--- src/rtl/vga_stream_capture.sv ---
// VGA receive front end: recovers pixel coordinates from hsync/vsync edges,
// verifies line/frame lengths and strobes each active pixel once locked.
module vga_stream_capture #(
  parameter int H_ACTIVE = 640,
  parameter int H_FP     = 16,
  parameter int H_SYNC   = 96,
  parameter int H_BP     = 48,
  parameter int V_ACTIVE = 480,
  parameter int V_FP     = 10,
  parameter int V_SYNC   = 2,
  parameter int V_BP     = 33,
  parameter int SYNC_ACT = 0
) (
  input  logic       clk_in,
  input  logic       rst_n,
  input  logic       pix_en,
  input  logic       hsync,
  input  logic       vsync,
  input  logic [7:0] rgb,
  output logic       px_valid,
  output logic [9:0] px_x,
  output logic [8:0] px_y,
  output logic [7:0] px_data,
  output logic       frame_start,
  output logic       frame_done,
  output logic       locked,
  output logic       err_hlen,
  output logic       err_vlen
);
  localparam int   H_TOTAL = H_ACTIVE + H_FP + H_SYNC + H_BP;
  localparam int   V_TOTAL = V_ACTIVE + V_FP + V_SYNC + V_BP;
  localparam int   H_OFF   = H_SYNC + H_BP;
  localparam int   V_OFF   = V_SYNC + V_BP;
  localparam logic SACT    = 1'(SYNC_ACT);

  typedef enum logic [1:0] {SEARCH, SYNCING, LOCKED} state_t;
  state_t state, state_nx;

  logic       hs_prev, vs_prev, h_seen, v_seen, v_pend, ferr, ferr_nx;
  logic [9:0] hpos, line, hpos_cur, line_cur, xoff, yoff;
  logic       hs_lead, vs_lead, eh, ev, active, pv;

  // prev-sample flags hold "was active", so reset value 0 means inactive
  assign hs_lead = pix_en & (hsync == SACT) & ~hs_prev;
  assign vs_lead = pix_en & (vsync == SACT) & ~vs_prev;

  assign hpos_cur = hs_lead ? 10'd0 : ((hpos == 10'h3ff) ? hpos : hpos + 10'd1);

  always_comb begin
    line_cur = line;
    if (hs_lead)
      line_cur = (v_pend | vs_lead) ? 10'd0 : ((line == 10'h3ff) ? line : line + 10'd1);
  end

  // hpos/line still hold the prior sample's values when the edge is seen
  assign eh = hs_lead & h_seen & (hpos != 10'(H_TOTAL - 1));
  assign ev = vs_lead & v_seen & (line != 10'(V_TOTAL - 1));

  assign xoff   = hpos_cur - 10'(H_OFF);
  assign yoff   = line_cur - 10'(V_OFF);
  assign active = (hpos_cur >= 10'(H_OFF)) && (hpos_cur < 10'(H_OFF + H_ACTIVE)) &&
                  (line_cur >= 10'(V_OFF)) && (line_cur < 10'(V_OFF + V_ACTIVE));

  always_comb begin
    state_nx = state;
    ferr_nx  = ferr;
    if (pix_en) begin
      case (state)
        SEARCH: if (vs_lead) begin
          state_nx = SYNCING;
          ferr_nx  = 1'b0;
        end
        SYNCING: begin
          if (eh) ferr_nx = 1'b1;
          if (vs_lead) begin
            if (!ev && !ferr && !eh) state_nx = LOCKED;
            ferr_nx = 1'b0;
          end
        end
        LOCKED: if (eh || ev) begin
          state_nx = SYNCING;
          ferr_nx  = 1'b0;
        end
        default: state_nx = SEARCH;
      endcase
    end
  end

  assign pv     = pix_en & (state == LOCKED) & (state_nx == LOCKED) & active;
  assign locked = (state == LOCKED);

  always_ff @(posedge clk_in or negedge rst_n) begin
    if (!rst_n) begin
      state   <= SEARCH;
      ferr    <= 1'b0;
      hs_prev <= 1'b0;
      vs_prev <= 1'b0;
      h_seen  <= 1'b0;
      v_seen  <= 1'b0;
      v_pend  <= 1'b0;
      hpos    <= '0;
      line    <= '0;
    end else if (pix_en) begin
      state   <= state_nx;
      ferr    <= ferr_nx;
      hs_prev <= (hsync == SACT);
      vs_prev <= (vsync == SACT);
      h_seen  <= h_seen | hs_lead;
      v_seen  <= v_seen | vs_lead;
      v_pend  <= hs_lead ? 1'b0 : (v_pend | vs_lead);
      hpos    <= hpos_cur;
      line    <= line_cur;
    end
  end

  always_ff @(posedge clk_in or negedge rst_n) begin
    if (!rst_n) begin
      px_valid    <= 1'b0;
      frame_start <= 1'b0;
      frame_done  <= 1'b0;
      err_hlen    <= 1'b0;
      err_vlen    <= 1'b0;
      px_x        <= '0;
      px_y        <= '0;
      px_data     <= '0;
    end else begin
      px_valid    <= pv;
      frame_start <= pv && (xoff == 10'd0) && (yoff == 10'd0);
      frame_done  <= pv && (xoff == 10'(H_ACTIVE - 1)) && (yoff == 10'(V_ACTIVE - 1));
      err_hlen    <= eh;
      err_vlen    <= ev;
      if (pv) begin
        px_x    <= xoff;
        px_y    <= yoff[8:0];
        px_data <= rgb;
      end
    end
  end
endmodule

--- config.mk ---
export PLATFORM = sky130hd
export DESIGN_NAME = vga_stream_capture
export DESIGN_NICKNAME = d
export VERILOG_FILES = /design/src/rtl/vga_stream_capture.sv
export SDC_FILE = /design/constraint.sdc
export NUM_CORES = 1
export LEC_CHECK = 0
export CAP_MARGIN = 10
export CORE_MARGIN = 5
export CORE_UTILIZATION = 25
export CTS_CLUSTER_DIAMETER = 30
export DETAILED_ROUTE_END_ITERATION = 8
export GPL_ROUTABILITY_DRIVEN = 1
export GPL_TIMING_DRIVEN = 0
export SYNTH_ARGS = -nofsm -noshare
export SYNTH_HDL_FRONTEND = slang
export SYNTH_SLANG_ARGS = --single-unit
--- constraint.sdc ---
create_clock -name clk_in -period 4.75 [get_ports clk_in]
set_input_delay 1.1875 -clock clk_in [delete_from_list [all_inputs] [get_ports clk_in]]
set_output_delay 1.1875 -clock clk_in [all_outputs]
set_load 0.03 [all_outputs]
Yosys cells after proc, flatten, opt, wreduce, memory -nomap -nowiden
Cells that the tools add are included.
Word-level totals
  register bits after elaboration: 60
Operators by class
  reduce and logical (&&, ||, !) cells: 18
  eq/ne operators: 12
  $lt $le $gt $ge: 4
  bitwise logic cells: 18
  add/subtract/negate cells: 4
  muxes and demuxes: 17
Operator list (number)
  10-bit two-way mux: 5
  10-bit equality test (second input constant): 3
  10-bit by 1-bit adder with 10-bit output (second input constant): 2
  10-bit logical NOT: 2
  10-bit < comparator (second input constant): 2
  10-bit inequality test (second input constant): 2
  1-bit AND: 11
  10-bit by 9-bit equality test with 1-bit output (second input constant): 1
  10-bit by 6-bit greater-or-equal comparator with 1-bit output (second input constant): 1
  10-bit by 8-bit greater-or-equal comparator with 1-bit output (second input constant): 1
  2-bit two-way mux: 5
  10-bit by 6-bit subtractor with 10-bit output (second input constant): 1
  10-bit by 8-bit subtractor with 10-bit output (second input constant): 1
  1-bit logical AND: 9
  2-bit case mux with 3 select lines: 1
  1-bit two-way mux: 5
  5-bit AND reduction: 1
  2-bit equality test (second input constant): 2
  1-bit inverter: 4
  1-bit logical NOT: 3
  3-bit inequality test (second input constant): 1
  1-bit bitwise OR: 3
  1-bit case mux with 3 select lines: 1
  3-bit nonzero test: 1
  other kinds (5): 5

Logic depth before layout (Yosys ltp)
  depth after elaboration: 17
  gate-level depth with buffers: 16
  mapped depth without buffers: 13

Worst setup path after synthesis
No wires, ideal clock.
  path kind: input-to-reg
  start point: input hsync
  end point: register px_data[0]
  path buffers: 2
  data arrival time: 4123 ps
  setup time: 125 ps
  cell stages on the path: 15
  setup slack: 502 ps
  required time: 4625 ps
  cell sequence: or3b_1 -> buf_6 -> a31oi_4 -> xnor2_1 -> or2_2 -> inv_1 -> ha_1 -> a2111oi_0 -> a22o_1 -> a21bo_2 -> and2_1 -> or2_1 -> a21oi_2 -> buf_6 -> mux2_4
Between the ends
  elaborated cells on any way between the ends: 25
  classes of those cells: 4 x order compare; 1 x eq/ne; 7 x mux; 7 x bitwise; 6 x reduce/logical
RTL lines
  from (decl): line 17  | input logic hsync,
  1-bit inverter (*): line 44  | assign hs_lead = pix_en & (hsync == SACT) & ~hs_prev;
  1-bit AND (*) (2 in a row): line 44
  10-bit two-way mux (*): line 51  | if (hs_lead)
  via line_cur[0]: line 40  | logic [9:0] hpos, line, hpos_cur, line_cur, xoff, yoff;
  10-bit by 6-bit greater-or-equal comparator with 1-bit output: line 62  | (line_cur >= 10'(V_OFF)) && (line_cur < 10'(V_OFF + V_ACTIVE));
  1-bit logical AND: line 61  | assign active = (hpos_cur >= 10'(H_OFF)) && (hpos_cur < 10'(H_OFF + H_ACTIVE)) &&
  1-bit logical AND (*): line 62
  1-bit AND (*): line 89  | assign pv = pix_en & (state == LOCKED) & (state_nx == LOCKED) & active;
  to (signal assigned): line 135  | px_data <= rgb;
  to (decl): line 23  | output logic [7:0] px_data,
The timed path passes the listed nets; every way through them passes the cells marked *.
A chain may end at the register's enable or synchronous reset.

Final worst setup path
  start point: input hsync
  end point: register px_x[9]
Between the ends
  elaborated cells on any way between the ends: 26
  classes of those cells: 1 x add/sub; 4 x order compare; 1 x eq/ne; 7 x mux; 7 x bitwise; 6 x reduce/logical
RTL lines
  1-bit inverter (*): line 44
  1-bit AND (*) (2 in a row): line 44
  10-bit two-way mux (*): line 51
  via line_cur[0]: line 40
  10-bit by 6-bit greater-or-equal comparator with 1-bit output: line 62
  1-bit logical AND: line 61
  1-bit logical AND (*): line 62
  1-bit AND (*): line 89
  to (signal assigned): line 133  | px_x <= xoff;
  to (decl): line 21  | output logic [9:0] px_x,
Marked as above.

==> flow_metrics.py <==
metrics = {
    "pwr": {
        "switching_power_uw": 859,
        "p_leak_nw": 2.07,
        "power_frac_clock": 0.299,
        "p_int_mw": 1.50,
        "power_mw": 2.36,
        "powerDensity_nw_per_um2": 479,
        "switching_share": 0.365,
        "seqPwrFrac": 0.306,
        "ir_worst_vdd_v": 0.000221,
        "combPwrFrac": 0.395,
    },
    "sta": {
        "rsz0062_at_grt": "no",
        "timing.fmax_ghz": 0.220,
        "hold_violations": 0,
        "skew_ns": 0.00757,
        "fin_crit_ns": 4.54,
        "setup_violations": 0,
        "drv_slew": 0,
        "layout_setup_ws_ns": 0.213,
        "min_period_over_period": 0.955,
        "worst_slew_pin_slew_ns": 0.778,
        "max_slew_margin": 0.480,
    },
    "drt": {
        "dr.pass1.iters": 4,
        "drt_iter0_markers": 257,
        "vias_per_cell": 5.05,
        "route.detailed.drc": 0,
        "via_count": 3118,
        "routed_wl_mm": 10.3,
        "ant_nets": 0,
        "post_drt_wl_per_cell_um": 16.7,
    },
    "yosys": {
        "ys_warn_count": 0,
        "synth_edf_count": 0,
        "synth_fp_nets": 382,
        "synthCells": 361,
        "synthesis.area_um2": 3790,
        "synth_cell_type_count": 85,
        "ys_ff_latch": 60,
        "dominantRegCellSynth": "dfrtp_1",
        "async_flop_share": 1.00,
        "syn_area_per_cell_um2": 10.5,
        "synth-seq-area-share": 0.396,
    },
    "layout": {
        "final_common_cell": "dfrtp_1",
        "final_area_um2": 4910,
        "n_fill_cell": 1510,
        "multi_input_area_um2": 2070,
        "area_delta_synth_final_pct": 29.7,
        "fin_nets": 446,
        "antenna_cells": 0,
        "regArea_um2": 1500,
        "final_cell_mix": "dfrtp_1, clkdlybuf4s50_1, nor2_1",
        "drive_gt1_frac": 0.209,
    },
    "worst_setup_path": {
        "start_kind": "primary input",
        "path_cells": "dlygate4sd2_1 -> or3b_1 -> buf_6 -> a31oi_4 -> xnor2_1 -> or2_2 -> inv_1 -> ha_2 -> inv_1 -> a22o_1 -> a21bo_2 -> and2_1 -> or2_1 -> a21oi_4 -> buf_4 -> buf_12 -> mux2_4",
        "cp.arrival_ns": 4.74,
        "end_kind": "flop",
        "path_class": "in2reg",
        "worstPathRequired_ns": 4.95,
        "slowest_delay_ns": 0.41,
        "slowest_stage": "or3b_1",
        "critPathMaxFanout": 10,
        "cpMostUsedCell": "inv_1",
    },
    "placement": {
        "gp_congestion": 0.851,
        "dpl_cell_area_um2": 4490,
        "place_hpwl_mm": 7.39,
        "dp_slack_ns": -0.502,
        "portBuffers": 45,
    },
    "clock_network": {
        "cts.sinks": 60,
        "clk_pin_slew_ns": 0.05,
        "root_buffer": "clkbuf_16",
        "cts.htree.levels": 3,
        "cts_buffers": 9,
        "cts_buffer_depth": 2,
        "cts_tree": "done",
        "worstSkewPairLatency_ns": 0.32,
    },
    "global_routing": {
        "antenna_found_initial": 0,
        "grt_max_degree": 42,
        "track_usage": 0.119,
        "overflow": 0,
        "grt_pass1_wl_mm": 17.2,
        "first_global_vias": 3229,
    },
    "status": {
        "status": "complete, no violations",
    },
    "die": {
        "rows": 45,
        "die_w_um": 133,
        "die_y_um": 133,
        "dieArea_um2": 17700,
        "start_util": 0.252,
        "core_um2": 15000,
        "ios": 46,
    },
    "min_path": {
        "hold_path_class": "reg2reg",
    },
    "flow_run": {
        "maxCapViolCount": 0,
    },
}
-- final cells by class --
type | instances | area share
sequential | 60 | 0.305
multi-input combinational | 255 | 0.422
inverter | 22 | 0.0168
tap | 188 | 0.0479
buffer | 24 | 0.0336
clock inverter | 5 | 0.0153
clock buffer | 11 | 0.0494
timing repair buffer | 53 | 0.110
-- worst max-delay path: cells and delay by family --
| kind | cells | cell delay (ns) |
|---|---|---|
| adder cells (fa/ha/maj) | 1 | 0.21 |
| AO/OA/AOI/OAI | 4 | 0.86 |
| multiplexers | 1 | 0.30 |
| XOR/XNOR | 1 | 0.09 |
| buffers and inverters | 6 | 0.93 |
| AND/OR/NAND/NOR | 4 | 1.15 |
-- timing repair --
item | 4_1_cts | 5_1_grt
setup endpoints to repair | 24 | 25
hold buffers | 0 | 0
resized for setup | 7 | 4
setup buffers | 5 | 1
pin swaps | 2 | 2
cloned | 1 | 0
-- logic make-up after synthesis --
group           after synthesis  share of synthesized area
simple gates                121                      0.198
flops                        60                      0.396
xor+xnor                     13                     0.0300
mux                          36                      0.125
compound gates               77                      0.163
buf+inv                      46                     0.0617
fa+ha+maj                     8                     0.0264
-- through the flow --
step	util	hold WS (ns)	std cells	setup TNS [ns]
2_1_floorplan	-	0.425	361	0
5_1_grt	0.327	0.480	618	0
3_3_place_gp	0.298	0.446	594	-12.79
4_1_cts	0.326	0.469	617	0
6_report	0.327	0.465	618	0
3_5_place_dp	0.299	0.457	595	-13.44
-- sequential cells by signal, indices dropped and copies added (netlist names) --
name,cells
err_hlen,1
v_seen,1
ferr,1
frame_done,1
state,2
px_x,10
hs_prev,1
px_valid,1
frame_start,1
v_pend,1
h_seen,1
px_y,9
line,10
px_data,8
err_vlen,1
hpos,10
vs_prev,1
-- synth_stat cells (3+ instances only) --
cell	number	area [um^2]
dfrtp_1	60	1500
nor2_1	24	90.1
inv_1	22	82.6
mux2_4	20	300
nand2_1	15	56.3
nand4_1	12	75.1
a21oi_1	10	50.1
xnor2_1	10	87.6
nand3_1	9	45.0
nor3_1	9	45.0
a31oi_1	8	50.1
ha_1	8	100
o21ai_0	8	40.0
and3_1	7	43.8
and4_1	7	61.3
mux2_2	7	78.8
buf_2	6	30.0
clkbuf_1	6	22.5
mux2i_1	6	60.1
buf_6	5	56.3
o211ai_1	5	37.5
a211oi_1	4	30.0
buf_4	4	30.0
o21a_1	4	30.0
and2_1	3	18.8
mux2_1	3	33.8
nor3b_1	3	22.5
o31ai_1	3	22.5
o32ai_1	3	26.3
or2_2	3	18.8
xor2_1	3	26.3
-- routing by layer --
metal | GRT usage | part of all wire | vias to the layer above
met5 | 0 | 0 | -
met4 | 0.0389 | 0.014 | 0
met3 | 0.0242 | 0.039 | 12
met2 | 0.187 | 0.47 | 81
met1 | 0.166 | 0.48 | 1540
li1 | - | - | 1485
-- worst paths after layout --
path                         start       to  slack (ns)  depth (start not counted)
max reg2reg                hs_prev  px_x[9]        0.99                         16
min reg2reg                 h_seen   h_seen        0.47                          1
min in group asynchronous    rst_n  hpos[4]        0.83                          1
max in group asynchronous    rst_n  line[4]        3.32                          2
min                         h_seen   h_seen        0.47                          1
max                          hsync  px_x[9]        0.21                         17
-- power groups by stage --
| stage | clock network [mW] | registers (mW) | logic (mW) |
|---|---|---|---|
| floorplan | 0 | 0.826 | 0.500 |
| global placement | 0 | 0.722 | 0.903 |
| detailed placement | 0 | 0.726 | 0.914 |
| CTS | 0.715 | 0.722 | 0.923 |
| global route | 0.739 | 0.740 | 1.01 |
| finish | 0.704 | 0.721 | 0.931 |
No activity file was read; power rests on OpenSTA's default activity.
